### src/rtl/rv_iopmp_pkg.sv
// -----------------------------------------------------------------------------
// rv_iopmp_pkg
// Shared types and constants for the IOPMP check scheduler and its error latch.
//   access_t      : access type presented to the decision logic, one-hot {x,w,r}
//   ERR_*         : error type codes reported in the error record
//   sched_state_e : scheduler FSM states
//   err_record_t  : first-error record handed to the CSR block
//   deny_type()   : error type reported for a denied check
// -----------------------------------------------------------------------------
package rv_iopmp_pkg;

   // Widths of the error record fields; the scheduler resizes into these.
   localparam int unsigned REC_ADDR_W  = 64;
   localparam int unsigned REC_SID_W   = 8;
   localparam int unsigned ERR_ENTRY_W = 16;

   typedef enum logic [2:0] {
      ACC_NONE  = 3'b000,
      ACC_READ  = 3'b001,
      ACC_WRITE = 3'b010,
      ACC_EXEC  = 3'b100
   } access_t;

   localparam logic [2:0] ERR_READ   = 3'h1;
   localparam logic [2:0] ERR_WRITE  = 3'h2;
   localparam logic [2:0] ERR_EXEC   = 3'h3;
   localparam logic [2:0] ERR_NOHIT  = 3'h5;
   localparam logic [2:0] ERR_UNKSID = 3'h6;

   typedef enum logic [1:0] {
      IDLE  = 2'd0,
      CHECK = 2'd1,
      RESP  = 2'd2
   } sched_state_e;

   typedef struct packed {
      logic [2:0]             etype;
      logic [ERR_ENTRY_W-1:0] entry;
      logic [REC_SID_W-1:0]   sid;
      logic [REC_ADDR_W-1:0]  addr;
      access_t                ttype;
   } err_record_t;

   // A deny without an explicit error from the decision logic means no entry
   // matched at all, which is reported as a no-hit error.
   function automatic logic [2:0] deny_type(input logic dl_err, input logic [2:0] dl_type);
      return dl_err ? dl_type : ERR_NOHIT;
   endfunction

endpackage

### src/rtl/rv_iopmp_err_capture.sv
// -----------------------------------------------------------------------------
// rv_iopmp_err_capture
// First-error latch. Holds the first captured error record until software
// clears it; errors arriving while a record is held are dropped.
// Ports:
//   clk_i, rst_ni  : clock, asynchronous active-low reset
//   capture_i      : a denied check completes this cycle
//   clear_i        : write-1-clear of the held record
//   rec_i          : record describing the denied check
//   valid_o        : a record is held (interrupt source)
//   rec_o          : held record
// -----------------------------------------------------------------------------
module rv_iopmp_err_capture
   import rv_iopmp_pkg::*;
(
   input  logic        clk_i,
   input  logic        rst_ni,
   input  logic        capture_i,
   input  logic        clear_i,
   input  err_record_t rec_i,
   output logic        valid_o,
   output err_record_t rec_o
);

   logic        valid_q, valid_d;
   err_record_t rec_q, rec_d;

   // A clear in the same cycle as a new error frees the slot for that error,
   // so the new error is kept rather than lost.
   always_comb begin
      valid_d = valid_q;
      rec_d   = rec_q;
      if (capture_i && (!valid_q || clear_i)) begin
         valid_d = 1'b1;
         rec_d   = rec_i;
      end else if (clear_i) begin
         valid_d = 1'b0;
      end
   end

   always_ff @(posedge clk_i or negedge rst_ni) begin
      if (!rst_ni) begin
         valid_q <= 1'b0;
         rec_q   <= '0;
      end else begin
         valid_q <= valid_d;
         rec_q   <= rec_d;
      end
   end

   assign valid_o = valid_q;
   assign rec_o   = rec_q;

endmodule

### src/rtl/rv_iopmp_chk_sched.sv
// -----------------------------------------------------------------------------
// rv_iopmp_chk_sched
// Shares one IOPMP match/decision path between the AXI AR and AW request
// ports. Requests are granted round-robin, registered, presented to the
// decision logic for one cycle, and answered with a per-port allow/deny
// response. The first denied request is latched as an error record.
// Ports:
//   clk_i, rst_ni                 : clock, asynchronous active-low reset
//   enable_i                      : IOPMP global enable, sampled at grant
//   rd_req_* / rd_addr/len/sid_i  : AR request handshake and fields
//   rd_exec_i                     : AR is an instruction fetch
//   wr_req_* / wr_addr/len/sid_i  : AW request handshake and fields
//   rsp_valid/port/allow_o        : decision response, held until rsp_ready_i
//   chk_addr/len/sid/access_o     : request presented to the decision logic
//   dl_allow/err/err_type/err_entry_i : decision logic result
//   err_clear_i                   : write-1-clear of the error record
//   err_valid_o, err_*_o          : latched first-error record
// -----------------------------------------------------------------------------
module rv_iopmp_chk_sched
   import rv_iopmp_pkg::*;
#(
   parameter int unsigned ADDR_WIDTH = 64,
   parameter int unsigned LEN_WIDTH  = 8,
   parameter int unsigned SID_WIDTH  = 8
) (
   input  logic                  clk_i,
   input  logic                  rst_ni,
   input  logic                  enable_i,

   input  logic                  rd_req_valid_i,
   output logic                  rd_req_ready_o,
   input  logic [ADDR_WIDTH-1:0] rd_addr_i,
   input  logic [LEN_WIDTH-1:0]  rd_len_i,
   input  logic [SID_WIDTH-1:0]  rd_sid_i,
   input  logic                  rd_exec_i,

   input  logic                  wr_req_valid_i,
   output logic                  wr_req_ready_o,
   input  logic [ADDR_WIDTH-1:0] wr_addr_i,
   input  logic [LEN_WIDTH-1:0]  wr_len_i,
   input  logic [SID_WIDTH-1:0]  wr_sid_i,

   output logic                  rsp_valid_o,
   output logic                  rsp_port_o,
   output logic                  rsp_allow_o,
   input  logic                  rsp_ready_i,

   output logic [ADDR_WIDTH-1:0] chk_addr_o,
   output logic [LEN_WIDTH-1:0]  chk_len_o,
   output logic [SID_WIDTH-1:0]  chk_sid_o,
   output logic [2:0]            chk_access_o,

   input  logic                  dl_allow_i,
   input  logic                  dl_err_i,
   input  logic [2:0]            dl_err_type_i,
   input  logic [15:0]           dl_err_entry_i,

   input  logic                  err_clear_i,
   output logic                  err_valid_o,
   output logic [2:0]            err_type_o,
   output logic [15:0]           err_entry_o,
   output logic [SID_WIDTH-1:0]  err_sid_o,
   output logic [ADDR_WIDTH-1:0] err_addr_o,
   output logic [2:0]            err_ttype_o
);

   sched_state_e          state_q, state_d;
   logic                  ptr_q, ptr_d;       // 0: read port has priority
   logic                  port_q, port_d;     // port of the request in flight
   logic                  bypass_q, bypass_d; // IOPMP disabled at grant time
   logic                  allow_q, allow_d;
   logic [ADDR_WIDTH-1:0] addr_q, addr_d;
   logic [LEN_WIDTH-1:0]  len_q, len_d;
   logic [SID_WIDTH-1:0]  sid_q, sid_d;
   access_t               acc_q, acc_d;

   logic                  grant_rd, grant_wr;
   logic                  deny;
   logic                  capture;
   err_record_t           rec_in, rec_out;

   // Grant only from IDLE; with both ports valid the pointer decides. Ready
   // is derived from valid, so it never rises without a pending request.
   always_comb begin
      grant_rd = 1'b0;
      grant_wr = 1'b0;
      if (state_q == IDLE) begin
         if (rd_req_valid_i && wr_req_valid_i) begin
            grant_rd = ~ptr_q;
            grant_wr = ptr_q;
         end else begin
            grant_rd = rd_req_valid_i;
            grant_wr = wr_req_valid_i;
         end
      end
   end

   assign rd_req_ready_o = grant_rd;
   assign wr_req_ready_o = grant_wr;

   // allow without err is the only pass; allow=0 with err=0 is a no-hit deny.
   assign deny    = ~bypass_q & ~(dl_allow_i & ~dl_err_i);
   assign capture = (state_q == CHECK) & deny;

   always_comb begin
      state_d  = state_q;
      ptr_d    = ptr_q;
      port_d   = port_q;
      bypass_d = bypass_q;
      allow_d  = allow_q;
      addr_d   = addr_q;
      len_d    = len_q;
      sid_d    = sid_q;
      acc_d    = acc_q;
      unique case (state_q)
         IDLE: begin
            if (grant_rd || grant_wr) begin
               state_d  = CHECK;
               port_d   = grant_wr;
               ptr_d    = ~grant_wr;  // the port not served gets priority next
               bypass_d = ~enable_i;
               addr_d   = grant_wr ? wr_addr_i : rd_addr_i;
               len_d    = grant_wr ? wr_len_i  : rd_len_i;
               sid_d    = grant_wr ? wr_sid_i  : rd_sid_i;
               if (grant_wr) begin
                  acc_d = ACC_WRITE;
               end else if (rd_exec_i) begin
                  acc_d = ACC_EXEC;
               end else begin
                  acc_d = ACC_READ;
               end
            end
         end
         CHECK: begin
            state_d = RESP;
            allow_d = ~deny;
         end
         RESP: begin
            if (rsp_ready_i) begin
               state_d = IDLE;
            end
         end
         default: begin
            state_d = IDLE;
         end
      endcase
   end

   always_ff @(posedge clk_i or negedge rst_ni) begin
      if (!rst_ni) begin
         state_q  <= IDLE;
         ptr_q    <= 1'b0;
         port_q   <= 1'b0;
         bypass_q <= 1'b0;
         allow_q  <= 1'b0;
         addr_q   <= '0;
         len_q    <= '0;
         sid_q    <= '0;
         acc_q    <= ACC_NONE;
      end else begin
         state_q  <= state_d;
         ptr_q    <= ptr_d;
         port_q   <= port_d;
         bypass_q <= bypass_d;
         allow_q  <= allow_d;
         addr_q   <= addr_d;
         len_q    <= len_d;
         sid_q    <= sid_d;
         acc_q    <= acc_d;
      end
   end

   // Response outputs are qualified by RESP so they read 0 when not valid.
   assign rsp_valid_o = (state_q == RESP);
   assign rsp_port_o  = rsp_valid_o & port_q;
   assign rsp_allow_o = rsp_valid_o & allow_q;

   assign chk_addr_o   = addr_q;
   assign chk_len_o    = len_q;
   assign chk_sid_o    = sid_q;
   assign chk_access_o = (state_q != IDLE) ? acc_q : ACC_NONE;

   always_comb begin
      rec_in       = '0;
      rec_in.etype = deny_type(dl_err_i, dl_err_type_i);
      rec_in.entry = dl_err_entry_i;
      rec_in.sid   = REC_SID_W'(sid_q);
      rec_in.addr  = REC_ADDR_W'(addr_q);
      rec_in.ttype = acc_q;
   end

   rv_iopmp_err_capture u_err_capture (
      .clk_i     (clk_i),
      .rst_ni    (rst_ni),
      .capture_i (capture),
      .clear_i   (err_clear_i),
      .rec_i     (rec_in),
      .valid_o   (err_valid_o),
      .rec_o     (rec_out)
   );

   assign err_type_o  = rec_out.etype;
   assign err_entry_o = rec_out.entry;
   assign err_sid_o   = SID_WIDTH'(rec_out.sid);
   assign err_addr_o  = ADDR_WIDTH'(rec_out.addr);
   assign err_ttype_o = rec_out.ttype;

endmodule

### config.mk
export PLATFORM = sky130hd
export DESIGN_NAME = rv_iopmp_chk_sched
export DESIGN_NICKNAME = d
export VERILOG_FILES = /design/src/rtl/rv_iopmp_pkg.sv /design/src/rtl/rv_iopmp_err_capture.sv /design/src/rtl/rv_iopmp_chk_sched.sv
export SDC_FILE = /design/constraint.sdc
export NUM_CORES = 1
export LEC_CHECK = 0
export ABC_AREA = 1
export CELL_PAD_IN_SITES_DETAIL_PLACEMENT = 1
export CELL_PAD_IN_SITES_GLOBAL_PLACEMENT = 1
export CORE_MARGIN = 2
export CORE_UTILIZATION = 32
export CTS_CLUSTER_SIZE = 28
export DETAILED_ROUTE_END_ITERATION = 8
export PLACE_DENSITY_LB_ADDON = 0.1
export SLEW_MARGIN = 10
export SYNTH_ARGS = -nofsm -noshare
export SYNTH_HDL_FRONTEND = slang
export SYNTH_SLANG_ARGS = --single-unit
### constraint.sdc
create_clock -name clk_i -period 3.95 [get_ports clk_i]
set_input_delay 0.395 -clock clk_i [delete_from_list [all_inputs] [get_ports clk_i]]
set_output_delay 0.395 -clock clk_i [all_outputs]
set_load 0.05 [all_outputs]
==> results of run 1 <==
==> cells by family (layout without fill, tap and decap cells) <==
kind of cell	Yosys count	count (layout)	synth area share
AOI/OAI and AO/OA	101	101	0.0613
buffers and inverters	263	551	0.166
DFF	183	183	0.541
and+or+nand+nor	453	453	0.232
==> synth_stat cells <==
master | instances | area share
nor2_2 | 1 | 0.00074
nand2_1 | 280 | 0.12
inv_1 | 131 | 0.058
o21ai_0 | 99 | 0.059
nand3_2 | 1 | 0.0012
nor2_1 | 8 | 0.0036
buf_2 | 25 | 0.015
a21oi_4 | 1 | 0.0019
inv_2 | 2 | 0.00089
buf_4 | 76 | 0.067
nand2_2 | 1 | 0.00074
clkbuf_1 | 15 | 0.0067
buf_1 | 1 | 0.00044
o22ai_1 | 1 | 0.00074
buf_6 | 13 | 0.017
dfrtp_1 | 183 | 0.54
nand3_1 | 145 | 0.086
nand3_4 | 2 | 0.0041
nand4_1 | 15 | 0.011
==> repair_timing <==
action                     in CTS  in global routing
setup endpoints to repair       0                  0
hold endpoints to repair       24                  0
hold buffers                    1                  0
==> state kept, by name (all words and copies together), names as in the netlist, 2 cells and up <==
name	flops
u_err_capture.rec_o	94
state_q	2
acc_q	3
chk_sid_o	8
chk_addr_o	64
chk_len_o	8
==> layout by cell type, fill, tap and decap left out, drive strengths merged <==
cell             n
a21oi            1
buf             16
clkbuf          20
clkdlybuf4s50  368
clkinv           5
dfrtp          183
dlygate4sd3      1
inv            141
nand2          281
nand3          148
nand4           15
nor2             9
o21ai           99
o22ai            1
==> per-layer routing <==
metal  GRT usage  up-vias  part of all wire  routed length [microns]
li1            -     3599                 -                        -
met1       0.242     3497              0.42                    11600
met2       0.327      252              0.47                    12900
met3      0.0651       39             0.079                     2160
met4      0.0727        0             0.029                      787
met5           0        -                 0                        0
==> stage by stage <==
stage / util / cells / hold slack, ns / worst slack, ns
2_1_floorplan: - / 1000 / 0.0994 / 1.63
3_3_place_gp: 0.456 / 1590 / 0.443 / 1.30
3_5_place_dp: 0.456 / 1590 / 0.432 / 1.25
4_1_cts: 0.479 / 1623 / 0.491 / 1.35
5_1_grt: 0.479 / 1623 / 0.507 / 1.29
6_report: 0.479 / 1623 / 0.484 / 1.39
==> worst reg2reg max path: cells and delay by family (launching register included) <==
| family | cells | cell delay [ns] |
|---|---|---|
| flops | 1 | 0.41 |
| simple gates | 5 | 1.07 |
| buf+inv | 2 | 0.56 |
==> final cells by class <==
class,count,share of cell area
multi-input combinational,554,0.200
clock buffer,19,0.0356
tap,335,0.0337
inverter,133,0.0401
sequential,183,0.368
timing repair buffer,386,0.313
clock inverter,13,0.0103
==> final timing paths <==
path	from	end	slack, ns	cells past startpoint
max in group asynchronous	rst_ni	chk_addr_o[7]	2.52	3
worst min-delay path	u_err_capture.rec_o[34]	u_err_capture.rec_o[34]	0.48	2
worst max register to register	state_q[0]	chk_addr_o[54]	1.82	7
worst min register to register	u_err_capture.rec_o[34]	u_err_capture.rec_o[34]	0.48	2
min in group asynchronous	rst_ni	u_err_capture.rec_o[56]	0.51	2
worst max-delay path	state_q[0]	chk_access_o[0]	1.39	4
==> power by group <==
group          total (uW)  switching [uW]  internal, uW
clock network        1670             814           858
logic                7090            4860          2230
registers            3320             568          2750
==> impl_metrics.tcl, run 1 <==
set metrics [dict create \
    synthCells 1000 \
    synth_fp_nets 1189 \
    avgSynthCellArea_sq_um 8.46 \
    grt_overflow_total 0 \
    critPathKind "flop to output port" \
    antenna_found_initial 0 \
    finClkSkew_ns 0.0137 \
    grt.total_usage 0.198 \
    peakVddDrop_mv 0.436 \
    max_stage_delay_ns 0.75 \
    rows 59 \
    drive_gt1_frac 0.0435 \
    place.gp.congestion 0.774 \
    crit_path_end_kind "output port" \
    crit_family "buffers and inverters" \
    post_cts_resized 0 \
    vias 7387 \
    synth_cell_types 19 \
    dp_hpwl_microns 19900 \
    portBuffers 371 \
    synth_warnings 0 \
    fillerInstances 3091 \
    boundaryPins 372 \
    max_freq_mhz 391 \
    grt_first_pass_wirelength_microns 43200 \
    power_density_nw_per_um2 970 \
    drc 0 \
    crit_fanout 19 \
    grt_max_degree 88 \
    cts_tree "built" \
    post-cts-setup-buffers 0 \
    slowest_stage "clkdlybuf4s50_1" \
    via_per_inst 4.55 \
    max-slew-margin-rel 0.600 \
    clk_path_buf_depth 2 \
    hp-class "flop to flop" \
    regArea_sq_um 4580 \
    fin_nets 1464 \
    die_area_sq_um 27700 \
    maxCapViolCount 0 \
    crit_path_start_kind "flop" \
    clock_latency_ns 0.42 \
    initial_core_util 0.325 \
    cts.sinks 183 \
    total_power_uw 12100 \
    place_area_sq_um 11900 \
    ant_nets 0 \
    synth_area_sq_um 8460 \
    synth-seq-area-share 0.542 \
    die_h_microns 167 \
    p_leak_uw 0.00584 \
    crit_buf_inv 2 \
    critPathArrivalTime_ns 2.17 \
    cts_buffers 17 \
    setup_viol 0 \
    area_delta_synth_final_pct 47.1 \
    hold_viol 0 \
    required_ns 3.56 \
    core_sq_um 26000 \
    first_pass_iters 4 \
    stdcell_area_sq_um 12400 \
    rsz0062_at_grt "no" \
    finalCritPeriodShare 0.648 \
    drtIter0Drc 327 \
    diodes 0 \
    wl_per_cell_microns 16.9 \
    die_w_microns 167 \
    ys_ff_latch 183 \
    multi_input_area_sq_um 2480 \
    grt_pass1_vias 7590 \
    clk_pin_slew_ns 0.07 \
    crit_chain "nor2_2, buf_4, nor2_1, clkdlybuf4s50_1" \
    finalMaxSlewViolations 0 \
    cts-root-buf "clkbuf_16" \
    worstMarginPinSlew_ns 0.598 \
    totalWireLength_microns 27400 \
    ctsHtreeMaxLevel 4 \
    fin_crit_ns 2.56 \
    status "finished clean" \
    setup-tns-final_ns 0 \
]
No activity file was read; power rests on OpenSTA's default activity.
==> run 2, diff against run 1 <==
--- a/config.mk
+++ b/config.mk
@@ -9,7 +9,7 @@
 export CELL_PAD_IN_SITES_DETAIL_PLACEMENT = 1
 export CELL_PAD_IN_SITES_GLOBAL_PLACEMENT = 1
 export CORE_MARGIN = 2
-export CORE_UTILIZATION = 32
+export CORE_UTILIZATION = 27
 export CTS_CLUSTER_SIZE = 28
 export DETAILED_ROUTE_END_ITERATION = 8
 export PLACE_DENSITY_LB_ADDON = 0.1
==> constraint.sdc (replaced) <==
create_clock -name clk_i -period 2.13 [get_ports clk_i]
set_input_delay 0.213 -clock clk_i [delete_from_list [all_inputs] [get_ports clk_i]]
set_output_delay 0.213 -clock clk_i [all_outputs]
set_load 0.05 [all_outputs]
==> run 2 against run 1 <==
  * Routed wire length increased by 3.5%
  * Clock-buffer cell count grew 1
  * Sequential power rose by 85%
  * Global-route usage down 2.3 points
  * Combinational power is 88% higher
  * Critical endpoint is now chk_sid_o[4]
  * Largest power group unchanged
==> impl_metrics.tcl, run 2 (synthesized netlist as in run 1, its figures left out) <==
set metrics [dict create \
    required_ns 1.92 \
    hp-class "input pin to async pin" \
    totalWireLength_microns 28400 \
    via_per_inst 4.35 \
    layout_common_cells "clkdlybuf4s50_1 (362), nand2_1 (280), dfrtp_1 (183)" \
    place.gp.congestion 0.731 \
    hold_viol 0 \
    crit_fanout 3 \
    total_power_uw 22500 \
    clk_pin_slew_ns 0.08 \
    wl_met2_microns 13600 \
    drtIter0Drc 299 \
    largest_reg_flops 94 \
    portBuffers 371 \
    critPathArrivalTime_ns 1.73 \
    area_delta_synth_final_pct 49.0 \
    wl_met3_microns 2380 \
    first_pass_iters 6 \
    crit_path_end_kind "output port" \
    crit_chain "clkdlybuf4s50_1" \
    clock_latency_ns 0.44 \
    rsz0062_at_grt "no" \
    die_w_microns 181 \
    maxCapViolCount 0 \
    cp-startpoint "chk_sid_o[4]" \
    cts.sinks 183 \
    cts_tree "built" \
    p_leak_uw 0.00590 \
    max_freq_mhz 516 \
    crit_buf_inv 1 \
    crit_family "buffers and inverters" \
    critPathKind "flop to output port" \
    vias 7361 \
    reg2reg_from "state_q[0]" \
    wl_met1_microns 12100 \
    fin_crit_ns 1.94 \
    layout_commonest_cell "clkdlybuf4s50_1" \
    core_sq_um 30700 \
    dp_hpwl_microns 20300 \
    max-slew-margin-rel 0.603 \
    boundaryPins 372 \
    crit_path_start_kind "flop" \
    ant_nets 0 \
    grt_max_degree 84 \
    grt_overflow_total 0 \
    clk_path_buf_depth 2 \
    cts_buffers 17 \
    max_stage_delay_ns 0.86 \
    grt_first_pass_wirelength_microns 44400 \
    fin_nets 1470 \
    status "finished clean" \
    finalMaxSlewViolations 0 \
    dpl_worst_slack_ns 0.222 \
    setup-tns-final_ns 0 \
    die_area_sq_um 32800 \
    cts-root-buf "clkbuf_16" \
    drive_gt1_frac 0.0510 \
    top_layer "met4" \
    setup_ws_ns 0.191 \
    setup_viol 0 \
    wl_per_cell_microns 16.8 \
    finClkSkew_ns 0.0160 \
    antenna_found_initial 2 \
    rows 64 \
    peakVddDrop_mv 0.563 \
    ctsHtreeMaxLevel 4 \
    grt_pass1_vias 7483 \
    initial_core_util 0.275 \
    die_h_microns 181 \
    power_density_nw_per_um2 1790 \
    slowest_stage "clkdlybuf4s50_1" \
    drc 0 \
    grt.total_usage 0.175 \
    finalCritPeriodShare 0.911 \
    worstMarginPinSlew_ns 0.594 \
]
## run 2: final timing paths
kind / endpoint / slack, ns / cells past startpoint
min in group clk_i: chk_addr_o[5] / 0.34 / 3
worst min register to register: u_err_capture.rec_o[16] / 0.48 / 2
worst max register to register: chk_addr_o[0] / 0.47 / 6
worst max-delay path: chk_sid_o[4] / 0.19 / 1
worst min-delay path: u_err_capture.rec_o[57] / 0.31 / 2
max in group asynchronous: chk_addr_o[13] / 1.10 / 3
## run 2: layer usage
metal,vias up,track usage
met5,-,0
met4,0,0.0390
met3,17,0.0643
met2,228,0.292
met1,3502,0.215
li1,3614,-
## run 2: final cells by class
cell class,count,area [sq um]
inverter,133,499
clock buffer,20,447
fill,3587,18100
timing repair buffer,392,4000
sequential,183,4580
clock inverter,12,92.6
antenna,1,2.50
tap,396,495
multi-input combinational,554,2490
## run 2: where the power goes
part / internal [uW] / total, uW / switching, uW / leakage, uW
clock network: 1550 / 3030 / 1480 / 0.000266
registers: 5100 / 6140 / 1040 / 0.00229
logic: 4240 / 13300 / 9100 / 0.00334
## run 2: timing repair
action	CTS	global route
gates resized for setup	2	1
hold buffers	1	0
setup endpoints to repair	2	1
buffers inserted	1	0
hold endpoints to repair	52	0
pin swaps	1	0
## run 2: metrics by stage
| step | std cells | area, sq um | hold WS (ns) | util |
|---|---|---|---|---|
| floorplan | 1000 | 8460 | -0.0826 | - |
| global placement | 1656 | 12000 | 0.240 | 0.391 |
| detailed placement | 1656 | 12000 | 0.234 | 0.391 |
| CTS | 1690 | 12600 | 0.313 | 0.410 |
| global route | 1691 | 12600 | 0.323 | 0.410 |
| finish | 1691 | 12600 | 0.314 | 0.410 |
==> run 3, diff against run 2 <==
--- a/config.mk
+++ b/config.mk
@@ -10,7 +10,7 @@
 export CELL_PAD_IN_SITES_GLOBAL_PLACEMENT = 1
 export CORE_MARGIN = 2
 export CORE_UTILIZATION = 27
-export CTS_CLUSTER_SIZE = 28
+export CTS_CLUSTER_SIZE = 24
 export DETAILED_ROUTE_END_ITERATION = 8
 export PLACE_DENSITY_LB_ADDON = 0.1
 export SLEW_MARGIN = 10
==> results of run 3 <==
No change in the layout: final DEF, timing and power equal those of run 2.
